[src/rtl/cluster_cken_sequencer_if.sv]
// Request/handshake bundle between the cluster clock-enable sequencer and
// its requester. The master is the requester side: it drives the target
// pattern and the update/debug-init requests. The slave (the sequencer)
// returns the acknowledges, busy, and the levels sent to the cluster headers.
//   cken_target  : requested per-cluster enable pattern
//   update_req/update_ack   : four-phase handshake that applies cken_target
//   dbginit_req/dbginit_ack : four-phase handshake for a debug-init pulse
//   cluster_cken : per-cluster clock enables sent to the headers
//   grst_l       : global reset level sent to the headers
//   gdbginit_l   : global debug-init level sent to the headers
//   busy         : high whenever the sequencer is not idle
interface cluster_cken_sequencer_if #(
  parameter int NUM_CL = 4
);
  logic [NUM_CL-1:0] cken_target;
  logic              update_req;
  logic              update_ack;
  logic              dbginit_req;
  logic              dbginit_ack;
  logic [NUM_CL-1:0] cluster_cken;
  logic              grst_l;
  logic              gdbginit_l;
  logic              busy;

  modport master (
    output cken_target, update_req, dbginit_req,
    input  update_ack, dbginit_ack, cluster_cken, grst_l, gdbginit_l, busy
  );

  modport slave (
    input  cken_target, update_req, dbginit_req,
    output update_ack, dbginit_ack, cluster_cken, grst_l, gdbginit_l, busy
  );
endinterface

[src/rtl/cluster_cken_sequencer.sv]
// Central sequencer for the per-cluster clock enables and the global
// reset/debug-init levels that feed the cluster headers. It applies a
// requested enable pattern one cluster at a time. Enable edges, both rising
// and falling, are spaced STAGGER cycles apart to bound supply di/dt.
// grst_l is released once, after a RST_HOLD hold that follows the first
// completed sequence. Timed gdbginit_l pulses are generated on request.
// Every output is a registered level (or a direct decode of the state
// register) in the gclk domain. The headers re-synchronize them.
// Ports:
//   gclk   : clock
//   arst_l : asynchronous active-low reset
//   bus    : slave side of cluster_cken_sequencer_if (requests in,
//            acknowledges, busy and header levels out)
module cluster_cken_sequencer #(
  parameter int NUM_CL   = 4,
  parameter int STAGGER  = 8,
  parameter int RST_HOLD = 16
) (
  input logic                      gclk,
  input logic                      arst_l,
  cluster_cken_sequencer_if.slave  bus
);

  localparam int MAXC = (STAGGER > RST_HOLD) ? STAGGER : RST_HOLD;
  localparam int CW   = $clog2(MAXC + 1);
  localparam int IW   = (NUM_CL > 1) ? $clog2(NUM_CL) : 1;

  typedef enum logic [2:0] {
    IDLE, STEP, WAIT, HOLD, UACK, DBG, DACK
  } state_t;

  state_t            state, state_nx;
  logic [CW-1:0]     cnt, cnt_nx;
  logic [IW-1:0]     idx, idx_nx;
  logic [NUM_CL-1:0] tgt, tgt_nx;
  logic [NUM_CL-1:0] cken_q, cken_nx;
  logic              grst_q, grst_nx;
  logic              gdbg_q, gdbg_nx;
  logic              adv;

  // State and datapath registers
  always_ff @(posedge gclk or negedge arst_l) begin
    if (!arst_l) begin
      state  <= IDLE;
      cnt    <= '0;
      idx    <= '0;
      tgt    <= '0;
      cken_q <= '0;
      grst_q <= 1'b0;
      gdbg_q <= 1'b1;
    end else begin
      state  <= state_nx;
      cnt    <= cnt_nx;
      idx    <= idx_nx;
      tgt    <= tgt_nx;
      cken_q <= cken_nx;
      grst_q <= grst_nx;
      gdbg_q <= gdbg_nx;
    end
  end

  // Next-state and datapath updates
  always_comb begin
    state_nx = state;
    cnt_nx   = cnt;
    idx_nx   = idx;
    tgt_nx   = tgt;
    cken_nx  = cken_q;
    grst_nx  = grst_q;
    gdbg_nx  = gdbg_q;
    adv      = 1'b0;
    case (state)
      IDLE: begin
        if (bus.update_req) begin
          tgt_nx   = bus.cken_target;
          idx_nx   = '0;
          state_nx = STEP;
        end else if (bus.dbginit_req) begin
          gdbg_nx  = 1'b0;
          cnt_nx   = CW'(RST_HOLD - 1);
          state_nx = DBG;
        end
      end
      STEP: begin
        if (tgt[idx] != cken_q[idx]) begin
          cken_nx[idx] = tgt[idx];
          // The STEP cycle itself is the first of the STAGGER cycles.
          if (STAGGER > 1) begin
            cnt_nx   = CW'(STAGGER - 1);
            state_nx = WAIT;
          end else begin
            adv = 1'b1;
          end
        end else begin
          adv = 1'b1;
        end
      end
      WAIT: begin
        // WAIT lasts STAGGER-1 cycles. It exits on the cycle that would
        // count down to zero, so the next STEP edge lands exactly STAGGER
        // cycles after the previous edge.
        cnt_nx = cnt - 1'b1;
        if (cnt <= CW'(1)) adv = 1'b1;
      end
      HOLD: begin
        if (cnt == '0) begin
          grst_nx  = 1'b1;
          state_nx = UACK;
        end else begin
          cnt_nx = cnt - 1'b1;
        end
      end
      UACK: if (!bus.update_req) state_nx = IDLE;
      DBG: begin
        if (cnt == '0) begin
          gdbg_nx  = 1'b1;
          state_nx = DACK;
        end else begin
          cnt_nx = cnt - 1'b1;
        end
      end
      DACK: if (!bus.dbginit_req) state_nx = IDLE;
      default: state_nx = IDLE;
    endcase

    // Move to the next cluster, or close out the sequence.
    if (adv) begin
      if (idx != IW'(NUM_CL - 1)) begin
        idx_nx   = idx + 1'b1;
        state_nx = STEP;
      end else if (!grst_q) begin
        cnt_nx   = CW'(RST_HOLD - 1);
        state_nx = HOLD;
      end else begin
        state_nx = UACK;
      end
    end
  end

  // Outputs: registered levels plus direct state decodes
  always_comb begin
    bus.cluster_cken = cken_q;
    bus.grst_l       = grst_q;
    bus.gdbginit_l   = gdbg_q;
    bus.update_ack   = (state == UACK);
    bus.dbginit_ack  = (state == DACK);
    bus.busy         = (state != IDLE);
  end

endmodule

[src/flat_wrapper.sv]
// flat-port wrapper written by rule: the top's interface ports become plain ports
module cluster_cken_sequencer_flat 
#(
  parameter int NUM_CL   = 4,
  parameter int STAGGER  = 8,
  parameter int RST_HOLD = 16
)
  (gclk, arst_l, bus_cken_target, bus_update_req, bus_dbginit_req, bus_update_ack, bus_dbginit_ack, bus_cluster_cken, bus_grst_l, bus_gdbginit_l, bus_busy);
  cluster_cken_sequencer_if #(.NUM_CL(NUM_CL)) bus_i ();
  input logic gclk;
  input logic arst_l;
  input wire logic [$bits(bus_i.cken_target)-1:0] bus_cken_target;
  input wire logic [$bits(bus_i.update_req)-1:0] bus_update_req;
  input wire logic [$bits(bus_i.dbginit_req)-1:0] bus_dbginit_req;
  output wire logic [$bits(bus_i.update_ack)-1:0] bus_update_ack;
  output wire logic [$bits(bus_i.dbginit_ack)-1:0] bus_dbginit_ack;
  output wire logic [$bits(bus_i.cluster_cken)-1:0] bus_cluster_cken;
  output wire logic [$bits(bus_i.grst_l)-1:0] bus_grst_l;
  output wire logic [$bits(bus_i.gdbginit_l)-1:0] bus_gdbginit_l;
  output wire logic [$bits(bus_i.busy)-1:0] bus_busy;
  assign bus_i.cken_target = bus_cken_target;
  assign bus_i.update_req = bus_update_req;
  assign bus_i.dbginit_req = bus_dbginit_req;
  assign bus_update_ack = bus_i.update_ack;
  assign bus_dbginit_ack = bus_i.dbginit_ack;
  assign bus_cluster_cken = bus_i.cluster_cken;
  assign bus_grst_l = bus_i.grst_l;
  assign bus_gdbginit_l = bus_i.gdbginit_l;
  assign bus_busy = bus_i.busy;
  cluster_cken_sequencer #(.NUM_CL(NUM_CL), .STAGGER(STAGGER), .RST_HOLD(RST_HOLD)) u_core (.gclk(gclk), .arst_l(arst_l), .bus(bus_i));
endmodule
[config.mk]
export PLATFORM = sky130hd
export DESIGN_NAME = cluster_cken_sequencer_flat
export DESIGN_NICKNAME = d
export VERILOG_FILES = /design/src/rtl/cluster_cken_sequencer_if.sv /design/src/rtl/cluster_cken_sequencer.sv /design/src/flat_wrapper.sv
export SDC_FILE = /design/constraint.sdc
export NUM_CORES = 1
export LEC_CHECK = 0
export CAP_MARGIN = 20
export CORE_ASPECT_RATIO = 1.5
export CORE_UTILIZATION = 40
export CTS_CLUSTER_DIAMETER = 120
export CTS_CLUSTER_SIZE = 25
export DETAILED_ROUTE_END_ITERATION = 8
export GPL_TIMING_DRIVEN = 0
export PLACE_DENSITY_LB_ADDON = 0.15
export RECOVER_POWER = 50
export SLEW_MARGIN = 25
export SYNTH_ARGS = -nofsm -noshare
export SYNTH_HDL_FRONTEND = slang
export SYNTH_SLANG_ARGS = --single-unit
[constraint.sdc]
create_clock -name gclk -period 1.8 [get_ports gclk]
set_input_delay 0.36 -clock gclk [delete_from_list [all_inputs] [get_ports gclk]]
set_output_delay 0.36 -clock gclk [all_outputs]
set_load 0.02 [all_outputs]
# == Word-level counts from Yosys, hierarchy flattened ==
# Index checks and enable logic that the tools add are counted.
# classes
eq_ne,18
n_mux,37
n_div,0
add_sub_neg,2
bitwise_logic,0
multipliers,0
order_cmp,3
reduce_logical,11
shifts,0
# op_table
operator,count
5-bit two-way mux,7
3-bit two-way mux,10
3-bit case mux with 7 select lines,1
5-bit case mux with 4 select lines,1
3-bit == test (second input constant),3
3-bit by 1-bit inequality test with 1-bit output (second input constant),3
1-bit two-way mux,8
2-bit two-way mux,4
7-bit AND reduction,1
3-bit by 2-bit == test with 1-bit output (second input constant),2
2-bit inequality test (second input constant),3
3-bit by 2-bit inequality test with 1-bit output (second input constant),2
2-bit AND reduction,3
5-bit by 1-bit <= comparator with 1-bit output (second input constant),1
5-bit logical NOT,1
5-bit by 1-bit subtractor with 5-bit output (second input constant),1
1-bit binary-select mux with 2-bit select,2
4-bit bitwise mux,1
2-bit by 1-bit inequality test with 1-bit output (second input constant),2
4-bit by 3-bit inequality test with 1-bit output (second input constant),1
1-bit case mux with 2 select lines,2
4-bit AND reduction,1
3-bit by 1-bit == test with 1-bit output (second input constant),1
3-bit logical NOT,1
other kinds (9),9
# word_totals
romBits,0
latchBits,0
mem_bits_rw,0
mem_count,0
elab_cells,78
register_bits,20

# == Longest topological paths before layout ==
# logic_depth
word_depth,8
ltp_mapped,8
ltp_nobuf,6

# == Least setup slack after synthesis ==
# No wires, ideal clock.
# synth_path
kind,reg2reg
start,reg u_core.cnt[0]
end,reg u_core.cnt[0]
slack_ns,-0.113
path_stages_with_launch,9
t_required_ns,1.655
n_path_buf,2
setup_time_ns,0.145
period_less_slack_ns,1.913
t_arrival_ns,1.768
cell_sequence,dfrtp_1 clkbuf_1 inv_1 ha_1 nor4b_2 clkbuf_1 a21oi_1 o211ai_1 o2111ai_1
# synth_via
elab_chain_len,6
# synth_lines
element,line_no,text
"start, declared",cluster_cken_sequencer.sv:33,"logic [CW-1:0] cnt, cnt_nx;"
"start signal, assigned",cluster_cken_sequencer.sv:53,cnt <= cnt_nx;
"5-bit by 1-bit subtractor with 5-bit output, or another cell as far along","cluster_cken_sequencer.sv:102, cluster_cken_sequencer.sv:110, cluster_cken_sequencer.sv:119",
"5-bit two-way mux, on equally long branches","cluster_cken_sequencer.sv:106, cluster_cken_sequencer.sv:115, cluster_cken_sequencer.sv:74",
5-bit case mux with 4 select lines,cluster_cken_sequencer.sv:72,case (state)
5-bit two-way mux,cluster_cken_sequencer.sv:131,end else if (!grst_q) begin
5-bit two-way mux,cluster_cken_sequencer.sv:128,if (idx != IW'(NUM_CL - 1)) begin
5-bit two-way mux (*),cluster_cken_sequencer.sv:127,if (adv) begin
named net u_core.cnt_nx[0],cluster_cken_sequencer.sv:33,
# Mark *: on every way through the listed nets, which the timed path passes. The rest lies on a longest branch.
# A chain may end at the register's enable or synchronous reset.

# == Final worst setup path ==
# layout_path
start,reg u_core.tgt[0]
end,reg u_core.idx[1]
# layout_via
elab_chain_len,6
# layout_lines
element,line_no,text
"start, declared",cluster_cken_sequencer.sv:35,"logic [NUM_CL-1:0] tgt, tgt_nx;"
"start signal, assigned",cluster_cken_sequencer.sv:55,tgt <= tgt_nx;
1-bit binary-select mux with 2-bit select,cluster_cken_sequencer.sv:85,if (tgt[idx] != cken_q[idx]) begin
1-bit two-way mux (not written as such),cluster_cken_sequencer.sv:85,
1-bit inequality test,cluster_cken_sequencer.sv:85,
1-bit two-way mux,cluster_cken_sequencer.sv:85,
1-bit case mux with 2 select lines,cluster_cken_sequencer.sv:72,
2-bit two-way mux,cluster_cken_sequencer.sv:127,
named net u_core.idx_nx[1],cluster_cken_sequencer.sv:34,"logic [IW-1:0] idx, idx_nx;"
"end signal, assigned",cluster_cken_sequencer.sv:54,idx <= idx_nx;
"end, declared",cluster_cken_sequencer.sv:34,
# The timed path passes the listed nets, and every way through them passes these cells. The select of a mux whose other input is x is not followed.

==> results.yml <==
pwr:
  clock_power_share: 0.090
  power_leakage_nw: 0.8447
  total_power_mw: 3.938
  power_switching_share: 0.4662
  p_seq_frac: 0.231
  p_sw_mw: 1.836
  ir_drop_mv: 1.225
  p_int_mw: 2.102
  pwr-share-comb: 0.679
  p_per_area_nw_per_um2: 1914
yosys:
  synth.net_count: 185
  ys_types: 54
  syn_area_um2: 1545
  ys_seq_area_frac: 0.3247
  ys_ff_latch: 20
  ys_warn_count: 0
  postSynthCellCount: 170
  syn_avg_cell_area_um2: 9.090
  synth_edf_count: 0
  ys_async_sr_fraction: 1.000
  synth_flop_cell: "dfrtp_1"
layout:
  drive_gt1_frac: 0.3433
  seqCellArea_um2: 509.2
  diodes: 0
  syn_to_final_growth_pct: 33.12
  utilization: 0.5586
  final_common_cell: "buf_4"
  fin_nets: 217
  fin_cells: 244
  layout_common_cells: "buf_4, dfrtp_1, clkdlybuf4s50_1"
  design_area_um2: 2057
  fillCellCount: 340
  multi_input_area_um2: 1047
clocking:
  clkLatencyLatePin_ns: 0.26
  max-clock-path-buffers: 2
  numCtsBuffers: 3
  root_buffer: "clkbuf_8"
  cts.sinks: 20
  htree_levels: 1
  cts_hold_buf: 0
  cts_tree: "yes"
  cts.clk_slew.worst_paths_ns: 0.08
setup_path:
  reg2regPathDepth: 5
  worstSetupPathType: "reg -> reg"
  cp.required_ns: 1.98
  cp.arrival_ns: 2.04
  endpoint_kind: "flip-flop"
  crit_fanout: 10
  cp-start-kind: "flip-flop"
global_routing:
  gr-total-overflow: 0
  antenna_found_initial: 0
  grt_pass1_wl_mm: 7.182
  grt_pass1_vias: 1464
  grt_start_max_net_pins: 21
  track_usage: 0.2333
placed_design:
  globalplace.congestion: 0.9072
  place_hpwl_mm: 3.074
  port_buffers: 16
  dpl.cell_count: 229
  post_dp_cell_area_um2: 1773
detailed_routing:
  wirelength_mm: 4.415
  firstDrtPassIters: 4
  vias_per_cell: 6.107
  drt_iter0_drc: 100
  drc: 0
  antenna_left: 0
  wire_per_inst_um: 18.09
  vias: 1490
run:
  max_cap_viol_count: 0
sta:
  slew_headroom: 0.2277
  finalSetupViolCount: 9
  fin_crit_sh: 1.035
  min_period_ns: 1.863
  rsz0062_at_grt: "true"
  setup_ws_ns: -0.06267
  fin_hold_ws_ns: 0.3004
  slew_violations: 0
  hold_violations: 0
  fmax_mhz: 536.9
  tightest_slew_ns: 1.158
  fin_worst_skew_ns: 0.002462
floorplanning:
  core_um2: 3682
  start_util: 0.4196
  fp-row-count: 27
  die_w_um: 52.75
  dieArea_um2: 4121
  ios: 17
  die_height_um: 78.12
worst_hold_path:
  hold_class: "in -> async"
outcome:
  failed_checks: "setup timing"
  status: "complete, but fails checks"
[final cells by class]
class                      instances  share of cell area
multi-input combinational        127              0.5091
buffer                            12             0.05231
clock buffer                       4             0.02676
timing repair buffer              29              0.1180
sequential                        20              0.2476
tap                               43             0.02616
inverter                           9             0.02007
[per-stage QoR]
step / TNS [ns] / setup WS [ns]
final: -0.2987 / -0.06267
after global routing: -0.6907 / -0.1086
after CTS: -0.5239 / -0.07414
after detailed placement: -4.983 / -0.3819
after global placement: -4.506 / -0.3744
after floorplan: 0 / 0.001433
[cell families after synthesis]
kind of cell	after synthesis	synth area share
buf+inv	23	0.06153
mux	11	0.09393
compound gates	46	0.2170
fa+ha+maj	7	0.05668
simple gates	57	0.2122
xor+xnor	6	0.03401
flops	20	0.3247
[final timing paths]
check / endpoint / startpoint / slack [ns]
setup reg to reg: u_core.idx[1] / u_core.tgt[0] / -0.06
min in group gclk: u_core.bus.gdbginit_l / u_core.bus.gdbginit_l / 0.55
hold / removal: u_core.cnt[2] / arst_l / 0.30
setup / recovery: u_core.idx[1] / u_core.tgt[0] / -0.06
hold reg to reg: u_core.bus.gdbginit_l / u_core.bus.gdbginit_l / 0.55
max in group asynchronous: u_core.bus.cluster_cken[0] / arst_l / 0.73
[timing repair]
action / CTS / global route
endpoints found under the setup margin: 23 / 21
buffers inserted: 9 / 4
pin swaps: 14 / 5
gates cloned: 0 / 0
gates resized for setup: 40 / 20
endpoints found under the hold margin: 0 / 0
[synth_stat cells, types with 2 or more instances]
library cell / n / share of area
inv_1: 8 / 0.019
xor2_1: 6 / 0.034
a31oi_1: 4 / 0.016
nor3_1: 9 / 0.029
o221ai_1: 2 / 0.011
ha_1: 7 / 0.057
nor4_1: 3 / 0.012
nor2_1: 12 / 0.029
o211ai_1: 3 / 0.015
a211o_1: 2 / 0.011
o21ai_0: 9 / 0.029
a21oi_1: 7 / 0.023
nand3_1: 6 / 0.019
dfrtp_1: 19 / 0.31
o22ai_1: 2 / 0.0081
a21o_1: 2 / 0.0097
mux2_2: 8 / 0.058
clkbuf_1: 11 / 0.027
nand2_1: 7 / 0.017
mux4_2: 2 / 0.029
nand2b_1: 6 / 0.024
nor4b_2: 2 / 0.019
nor3b_1: 2 / 0.0097
[flip-flops by register name, summed over array words and instances, names as in the netlist]
register / count
u_core.bus.cluster_cken: 4
u_core.cnt: 5
u_core.idx: 2
u_core.tgt: 4
u_core.state: 3
u_core.bus.grst_l: 1
u_core.bus.gdbginit_l: 1
[power by group through the flow]
stage	Sequential (mW)	Combinational (mW)	Clock (mW)
2_1_floorplan	0.872	1.54	0
3_3_place_gp	0.874	2.12	0
3_5_place_dp	0.885	2.15	0
4_1_cts	0.905	2.44	0.368
5_1_grt	0.937	2.88	0.387
6_report	0.908	2.67	0.356
[worst max-delay path: stages, from the launching register on]
cell and delay [ns]:
dfrtp_1 0.42, xor2_1 0.18, mux4_2 0.51, buf_8 0.17
o31a_1 0.30, o211ai_1 0.19
[metal layers]
layer,up-vias,track usage,part of all wire
met5,-,0,0
met4,0,0.07895,0.020
met3,9,0.02907,0.033
met2,46,0.4190,0.56
met1,734,0.2736,0.39
li1,701,-,-
No activity file was read; power rests on OpenSTA's default activity.
